--- src/rtl/arb_pkg.sv ---
// Shared types and constants for the 8-way round-robin bus arbiter.
package arb_pkg;

  typedef enum logic [1:0] {
    IDLE  = 2'd0,
    GRANT = 2'd1,
    GAP   = 2'd2
  } state_t;

  localparam int N_REQ            = 8;
  localparam int ID_W             = 3;
  localparam int MAX_HOLD_DEFAULT = 16;

endpackage

--- src/rtl/or8way.sv ---
// 8-input OR reduction.
// Latency: combinational. Backpressure: none.
module Or8Way (
  input  logic [7:0] in,
  output logic       out
);

  assign out = |in;

endmodule

--- src/rtl/rr_pick8.sv ---
// Rotating-priority picker: first set request at or after ptr, modulo 8.
// Latency: combinational. Backpressure: none.
module rr_pick8
  import arb_pkg::*;
(
  input  logic [N_REQ-1:0] req,
  input  logic [ID_W-1:0]  ptr,
  output logic             any,
  output logic [ID_W-1:0]  sel_id,
  output logic [N_REQ-1:0] sel_onehot
);

  logic [N_REQ-1:0] rot;
  logic [ID_W-1:0]  off;

  Or8Way u_any (
    .in  (req),
    .out (any)
  );

  always_comb begin
    rot = '0;
    off = '0;
    // rot[i] is the request i positions after ptr, so rot[0] has top priority
    for (int i = 0; i < N_REQ; i++) begin
      rot[i] = req[ID_W'(i) + ptr];
    end
    for (int i = N_REQ - 1; i >= 0; i--) begin
      if (rot[i]) off = ID_W'(i);
    end
  end

  assign sel_id     = any ? (off + ptr) : '0;
  assign sel_onehot = any ? (N_REQ'(1) << sel_id) : '0;

endmodule

--- src/rtl/rr_arbiter8.sv ---
// Round-robin arbiter, 8 requesters, one dead cycle between owners; RR_HOLD_TIMEOUT_EN caps a hold at MAX_HOLD cycles.
// Latency: req to gnt 1 cycle. Backpressure: grant held while owner keeps req high; others wait.
module rr_arbiter8
  import arb_pkg::*;
#(
  parameter int MAX_HOLD = MAX_HOLD_DEFAULT
) (
  input  logic             clk,
  input  logic             rst_n,
  input  logic [N_REQ-1:0] req,
  output logic [N_REQ-1:0] gnt,
  output logic             gnt_valid,
  output logic [ID_W-1:0]  gnt_id,
  output logic             busy
);

  if (MAX_HOLD < 2 || MAX_HOLD > 255) begin : g_bad_max_hold
    $error("rr_arbiter8: MAX_HOLD out of range 2..255");
  end

  state_t           state, state_n;
  logic [ID_W-1:0]  ptr, ptr_n;
  logic [N_REQ-1:0] gnt_n;
  logic [ID_W-1:0]  id_n;
  logic             any;
  logic [ID_W-1:0]  sel_id;
  logic [N_REQ-1:0] sel_onehot;
  logic             timeout;

  rr_pick8 u_pick (
    .req        (req),
    .ptr        (ptr),
    .any        (any),
    .sel_id     (sel_id),
    .sel_onehot (sel_onehot)
  );

`ifdef RR_HOLD_TIMEOUT_EN
  logic [7:0] hold_cnt, hold_cnt_n;

  // Counter reads 0 in the first grant cycle, so MAX_HOLD-1 marks the last one
  assign timeout = (hold_cnt == 8'(MAX_HOLD - 1));

  always_ff @(posedge clk or negedge rst_n) begin
    if (!rst_n) hold_cnt <= '0;
    else        hold_cnt <= hold_cnt_n;
  end

  always_comb begin
    hold_cnt_n = hold_cnt;
    if (state != GRANT)  hold_cnt_n = '0;
    else if (state_n == GRANT) hold_cnt_n = hold_cnt + 8'd1;
  end
`else
  assign timeout = 1'b0;
`endif

  always_comb begin
    state_n = state;
    ptr_n   = ptr;
    gnt_n   = gnt;
    id_n    = gnt_id;
    case (state)
      IDLE, GAP: begin
        if (any) begin
          state_n = GRANT;
          gnt_n   = sel_onehot;
          id_n    = sel_id;
        end else begin
          state_n = IDLE;
          gnt_n   = '0;
          id_n    = '0;
        end
      end
      GRANT: begin
        // Release wins over any new request; newcomers are picked in GAP
        if (!req[gnt_id] || timeout) begin
          state_n = GAP;
          gnt_n   = '0;
          id_n    = '0;
          ptr_n   = gnt_id + ID_W'(1);
        end
      end
      default: begin
        state_n = IDLE;
        gnt_n   = '0;
        id_n    = '0;
      end
    endcase
  end

  always_ff @(posedge clk or negedge rst_n) begin
    if (!rst_n) begin
      state  <= IDLE;
      ptr    <= '0;
      gnt    <= '0;
      gnt_id <= '0;
    end else begin
      state  <= state_n;
      ptr    <= ptr_n;
      gnt    <= gnt_n;
      gnt_id <= id_n;
    end
  end

  assign gnt_valid = |gnt;
  assign busy      = (state != IDLE);

endmodule

--- config.mk ---
export PLATFORM = sky130hd
export DESIGN_NAME = rr_arbiter8
export DESIGN_NICKNAME = d
export VERILOG_FILES = /design/src/rtl/arb_pkg.sv /design/src/rtl/or8way.sv /design/src/rtl/rr_pick8.sv /design/src/rtl/rr_arbiter8.sv
export SDC_FILE = /design/constraint.sdc
export NUM_CORES = 1
export LEC_CHECK = 0
export ABC_AREA = 1
export CAP_MARGIN = 20
export CORE_ASPECT_RATIO = 1.2
export CORE_MARGIN = 4
export CORE_UTILIZATION = 54
export DETAILED_ROUTE_END_ITERATION = 6
export PLACE_DENSITY = 0.8
export SYNTH_ARGS = -nofsm -noshare
export SYNTH_HDL_FRONTEND = slang
export SYNTH_SLANG_ARGS = --single-unit
--- constraint.sdc ---
create_clock -name clk -period 4 [get_ports clk]
set_clock_uncertainty 0.1 [all_clocks]
set_input_delay 1 -clock clk [delete_from_list [all_inputs] [get_ports clk]]
set_output_delay 1 -clock clk [all_outputs]
set_load 0.02 [all_outputs]
==> results.tsv, run 1 <==
stage	metric	value	unit
run_status	status	completed	
layout	multi-input combinational cell area	933	µm²
route	DRC Markers	0	
floorplanning	Top Ports	23	
clocking	Inserted Clock Buffers	3	
worst_setup_path	r2r startpoint	ptr[0]	
route	TritonRoute pass-1 iters	5	
floorplanning	Die H	65.2	µm
sta	Fin Hold WS	417	ps
synthesis	Mapped Area	1470	µm²
route	post-DR vias/cell	5.19	
sta	# setup viols final	0	
sta	achievable frequency	280	MHz
worst_setup_path	Buf/Inv on CP	4	
global_routing	met2 Use GR	36.5	%
worst_setup_path	Worst Path Arrival	3700	ps
clocking	Setup Buffers After CTS	0	
global_routing	met1 usage	25.5	%
global_routing	All-Layer GR Usage	20.4	%
clocking	clock latency on the worst-skew pair	280	ps
sta	Final period util	89.4	%
worst_setup_path	Crit Path Category	in2reg	
layout	Layout fillers	229	
worst_setup_path	Worst Setup SP	req[0]	
run	# Max-Cap Violations	0	
clocking	Hold Buf Count CTS	0	
sta	final hold violations	0	
global_routing	vias in the first global route	1392	
layout	Antenna Cells	0	
route	antenna-violating nets left	0	
worst_setup_path	Worst setup SP type	input pin	
synthesis	register area share after synthesis	27.2	%
global_routing	met3 Track Usage GR	2.36	%
placement	Final HPWL DP	2670	µm
worst_setup_path	worst reg2reg setup slack	530	ps
synthesis	Mapped Nets	230	
worst_setup_path	crit-path most repeated cell	nand2_1	
synthesis	Post-synth EDFFs	0	
placement	Port Buffers	22	
sta	RSZ-0062 raised after global routing	no	
global_routing	first-pass GRT wire length	6000	µm
sta	slew margin rel.	53.6	%
worst_setup_path	Slowest-stage cell, CP	clkdlybuf4s50_1	
sta	fin crit period	3580	ps
worst_setup_path	Levels on crit path	19	
clocking	H-tree depth	1	
layout	Synth-to-Final Area Change	17.1	%
global_routing	initial antenna violation count	0	
clocking	clock tree from TritonCTS	built	
route	Starting DRT DRC Count	61	
route	average routed wire per standard cell	12.2	µm
sta	post-route setup TNS	0	ps
floorplanning	Initial Utilization	57.1	%
layout	most common cell after layout, fill and taps aside	nand2_1	
worst_setup_path	CP delay by family, top	simple AND/OR/NAND/NOR gates	
worst_setup_path	Worst EP required	4120	ps
synthesis	Synth async-reset ratio	100	%
layout	Reg area	400	µm²
layout	layout cell share with drive strength beyond 1	16.1	%
global_routing	Most Used Layer, Global Route	met2	
global_routing	largest net degree at the start of global routing	17	
route	via count	1395	
clocking	CTS root buf	clkbuf_4	
clocking	clock slew at reported path FFs	80	ps
sta	Slew @ Worst Pin	694	ps
worst_setup_path	crit-path max cell delay	570	ps
floorplanning	row cnt	20	
global_routing	total global routing overflow	0	
worst_setup_path	Worst Setup EP	gnt[6]	
floorplanning	core area	2580	µm²
floorplanning	die width	55.7	µm
worst_hold_path	HP Class	reg2reg	
synthesis	Syn Area/Cell	6.85	µm²
worst_setup_path	Worst Path Max Fanout	4	
synthesis	Yosys reg bits	16	
layout	final net count	253	
floorplanning	Die Area	3630	µm²
sta	max-slew violation count	0	
synthesis	Yosys cell types	31	
synthesis	post-synthesis cell count	215	
route	total wire length	3270	µm
synthesis	Top FF cell, synth	dfrtp_1	
layout	most frequent cells in the layout	68 x nand2_1, 27 x nand3_1, 22 x inv_1, 22 x clkdlybuf4s50_1	
synthesis	synth warn	0	
worst_setup_path	CP Cell Sequence	clkdlybuf4s50_1 -> nand2_1 -> nand3_1 -> nand3_1 -> nand2_1 -> nand2_1 -> a21oi_1 -> o21bai_1 -> a21oi_1 -> ha_1 -> inv_1 -> fa_1 -> inv_1 -> nand2_1 -> nor2_1 -> nand2_1 -> inv_1 -> nand4_1 -> nand2_1	
worst_setup_path	RR Endpoint	gnt[6]	
placement	Placer Congestion	0.840	
clocking	Gates resized, CTS repair	0	
worst_setup_path	CP Capture Type	flop	
clocking	clock sink count	16	
clocking	CTS max path bufs	2	
worst_setup_path	Worst Reg2Reg Path Length in Cells	20	
worst min-delay path: stages (launching register included):
cell and delay [ps]:
dfrtp_1 360, nand2_1 60, nand2_1 70
cell type report:
cell class                      count  share of cell area (%)
Multi-Input combinational cell    169                    54.1
Sequential cell                    16                    23.2
Timing Repair Buffer               23                    13.2
Inverter                           25                    5.73
Tap cell                           33                    2.39
Clock buffer                        3                    1.31
Yosys cell counts (all sizes together) (3+ instances only):
master,count,area share (%)
xnor2,3,1.8
xor2,3,2.3
dfrtp,16,27
nand2,88,27
buf,5,2.7
nor2,13,4.2
ha,4,3.4
o21ai,8,3.0
a21oi,4,1.4
nand4,3,1.3
nand3,32,13
inv,25,6.7
sequential cells by signal (all words and copies together), names as in the netlist:
register	cells
gnt	8
gnt_id	3
ptr	3
state	2
kinds of logic after synthesis:
kind of cell / after synthesis / share of synthesized area [%]
XOR/XNOR: 6 / 4.08
flip-flops: 16 / 27.2
AO/OA/AOI/OAI: 16 / 6.37
buffers and inverters: 30 / 9.43
AND/OR/NAND/NOR: 142 / 48.2
adder cells (fa/ha/maj): 5 / 4.76
metrics by stage:
step	area [µm²]	std cells	util (%)	setup WS, ps
global placement	1700	266	66.0	185
floorplan	1470	215	-	894
detailed placement	1700	266	66.0	154
finish	1720	269	66.9	423
global route	1720	269	66.9	156
CTS	1720	269	66.9	437
worst min-delay path by stage:
stage          depth (start not counted)        end     start
2_1_floorplan                          1  gnt_id[1]  state[0]
3_3_place_gp                           2     gnt[4]    gnt[4]
3_5_place_dp                           2     gnt[3]    gnt[3]
4_1_cts                                2     gnt[4]    gnt[4]
5_1_grt                                2     gnt[3]    gnt[3]
6_report                               2     gnt[4]    gnt[4]
layer usage:
metal | vias to the layer above | wire [µm]
met5 | - | 0
met4 | 0 | 29
met3 | 4 | 116
met2 | 35 | 1740
met1 | 629 | 1380
li1 | 727 | -
Power of run 1 is left out: the tool's default activity adds up to more than one toggle a clock period on the data nets, which glitch-free logic cannot reach.
==> run 2, diff against run 1 <==
- CORE_UTILIZATION: 54 -> 37
- PLACE_DENSITY: 0.8 -> 0.64
==> run 2 against run 1 <==
  * Via count decreased by 2.3%
  * Die area increased by 39%
  * Flip-flop and latch count stayed put
  * Critical path depth stayed put
  * Cell count rose by 7.8%
  * Sequential share of layout area fell by 0.83 points
  * Critical endpoint unchanged
  * Highest routed layer unchanged
==> results.tsv, run 2 (synthesized netlist as in run 1, its figures left out) <==
stage	metric	value	unit
worst_setup_path	Buf/Inv on CP	5	
floorplanning	die width	65.6	µm
global_routing	largest net degree at the start of global routing	17	
layout	Synth-to-Final Area Change	21.4	%
layout	largest registers	gnt x8, gnt_id x3, ptr x3	
clocking	CTS root buf	clkbuf_8	
worst_hold_path	HP Class	reg2reg	
worst_hold_path	Hold Crit Start	gnt[7]	
layout	number of flip-flops in the largest register	8	
route	total wire length	3380	µm
clocking	clock tree from TritonCTS	built	
worst_setup_path	r2r startpoint	ptr[1]	
worst_setup_path	Worst Reg2Reg Path Length in Cells	20	
clocking	Gates resized, CTS repair	0	
sta	achievable frequency	280	MHz
clocking	Inserted Clock Buffers	3	
floorplanning	Initial Utilization	39.5	%
layout	Non-Filler Instances	290	
route	TritonRoute pass-1 iters	4	
worst_setup_path	crit-path max cell delay	580	ps
global_routing	initial antenna violation count	0	
sta	post-route setup TNS	0	ps
layout	Reg area	400	µm²
worst_hold_path	Hold Path Sink	gnt[7]	
worst_hold_path	WHS Path Cells	2	
worst_setup_path	Crit Path Category	in2reg	
worst_setup_path	Worst Path Max Fanout	4	
run_status	status	completed	
run	# Max-Cap Violations	0	
sta	RSZ-0062 raised after global routing	no	
clocking	H-tree depth	1	
route	DRC Markers	0	
clocking	clock latency on the worst-skew pair	250	ps
floorplanning	Top Ports	23	
sta	Final Worst Setup Slack	428	ps
floorplanning	Die Area	5060	µm²
layout	most frequent cells in the layout	68 x nand2_1, 27 x nand3_1, 22 x inv_1, 22 x clkdlybuf4s50_1	
layout	multi-input combinational cell area	933	µm²
worst_setup_path	RR Endpoint	gnt[6]	
layout	final net count	254	
sta	# setup viols final	0	
route	post-DR vias/cell	4.70	
sta	final hold violations	0	
sta	Slew @ Worst Pin	697	ps
worst_setup_path	CP Cell Sequence	clkdlybuf4s50_1 -> nand2_1 -> nand3_1 -> nand3_1 -> nand2_2 -> inv_1 -> a21oi_1 -> o21bai_1 -> a21oi_1 -> ha_1 -> inv_1 -> fa_1 -> inv_1 -> nand2_1 -> nor2_1 -> nand2_1 -> inv_1 -> nand4_1 -> nand2_1	
worst_setup_path	worst reg2reg setup slack	570	ps
clocking	Setup Buffers After CTS	0	
clocking	CTS max path bufs	2	
clocking	clock sink count	16	
placement	Final HPWL DP	2670	µm
worst_setup_path	CP delay by family, top	simple AND/OR/NAND/NOR gates	
sta	slew margin rel.	53.4	%
sta	fin crit period	3570	ps
placement	Post-Place Cells	286	
layout	layout cell share with drive strength beyond 1	16.8	%
global_routing	All-Layer GR Usage	14.3	%
sta	Final period util	89.3	%
placement	pre-CTS WS	179	ps
placement	Placer Congestion	0.807	
floorplanning	core area	3720	µm²
route	Starting DRT DRC Count	33	
placement	Port Buffers	22	
worst_setup_path	Slowest-stage cell, CP	clkdlybuf4s50_1	
global_routing	first-pass GRT wire length	5810	µm
floorplanning	Die H	77.1	µm
sta	max-slew violation count	0	
layout	most common cell after layout, fill and taps aside	nand2_1	
clocking	Hold Buf Count CTS	0	
route	via count	1363	
floorplanning	row cnt	24	
global_routing	total global routing overflow	0	
clocking	clock slew at reported path FFs	60	ps
route	average routed wire per standard cell	11.7	µm
layout	Final Cell Area	1790	µm²
worst_setup_path	Worst EP required	4090	ps
placement	placed cell area	1730	µm²
layout	Antenna Cells	0	
worst_setup_path	Worst setup SP type	input pin	
worst_setup_path	Worst Setup SP	req[6]	
worst_setup_path	CP Capture Type	flop	
global_routing	vias in the first global route	1309	
worst_setup_path	Worst Path Arrival	3670	ps
layout	Layout fillers	413	
route	antenna-violating nets left	0	
layout	Biggest register	gnt	
[run 2: cell types whose count changed in the layout (fill, tap and decap cells not counted)]
cell / previous run / this run
buf_4: 1 / 2
clkbuf_4: 3 / 0
clkbuf_8: 0 / 4
[run 2: area by class of cell]
type | count | share of cell area, %
Clock buffer | 4 | 3.08
Inverter | 25 | 5.53
Tap cell | 52 | 3.64
Timing Repair Buffer | 24 | 13.2
Multi-Input combinational cell | 169 | 52.2
Sequential cell | 16 | 22.4
[run 2: worst reg2reg max path, delay by kind of cell, from the launching register on]
kind	cells	cell delay, ps
simple gates	8	750
compound gates	3	340
fa+ha+maj	3	1030
buf+inv	6	540
flops	1	600
[run 2: how the worst max path moves through the flow]
| stage | cells after the start | end | slack [ps] |
|---|---|---|---|
| after floorplan | 18 | gnt[0] | 890 |
| after global placement | 19 | gnt[6] | 160 |
| after detailed placement | 18 | gnt[0] | 180 |
| after CTS | 19 | gnt[6] | 430 |
| after global routing | 19 | gnt[6] | 170 |
| final | 19 | gnt[6] | 430 |
[run 2: per-layer routing]
layer / global-route usage (%) / vias up / share of wire (%)
met5: 0 / - / 0
met4: 6.22 / 0 / 2.3
met3: 1.32 / 6 / 2.4
met2: 22.2 / 25 / 46
met1: 19.9 / 601 / 49
li1: - / 731 / -
[run 2: stage by stage]
stage	util, %	hold WS (ps)
5_1_grt	48.0	439
6_report	48.0	409
4_1_cts	48.0	416
3_5_place_dp	46.5	393
3_3_place_gp	46.5	396
2_1_floorplan	-	387
Power of run 2 is left out for the same reason.
==> run 3, diff against run 2 <==
- CTS_BUF_LIST: not set -> sky130_fd_sc_hd__clkbuf_8
==> results of run 3 <==
Same layout as run 2: the final DEF is identical, and so are final timing and power.
Power of run 3 is left out for the same reason.
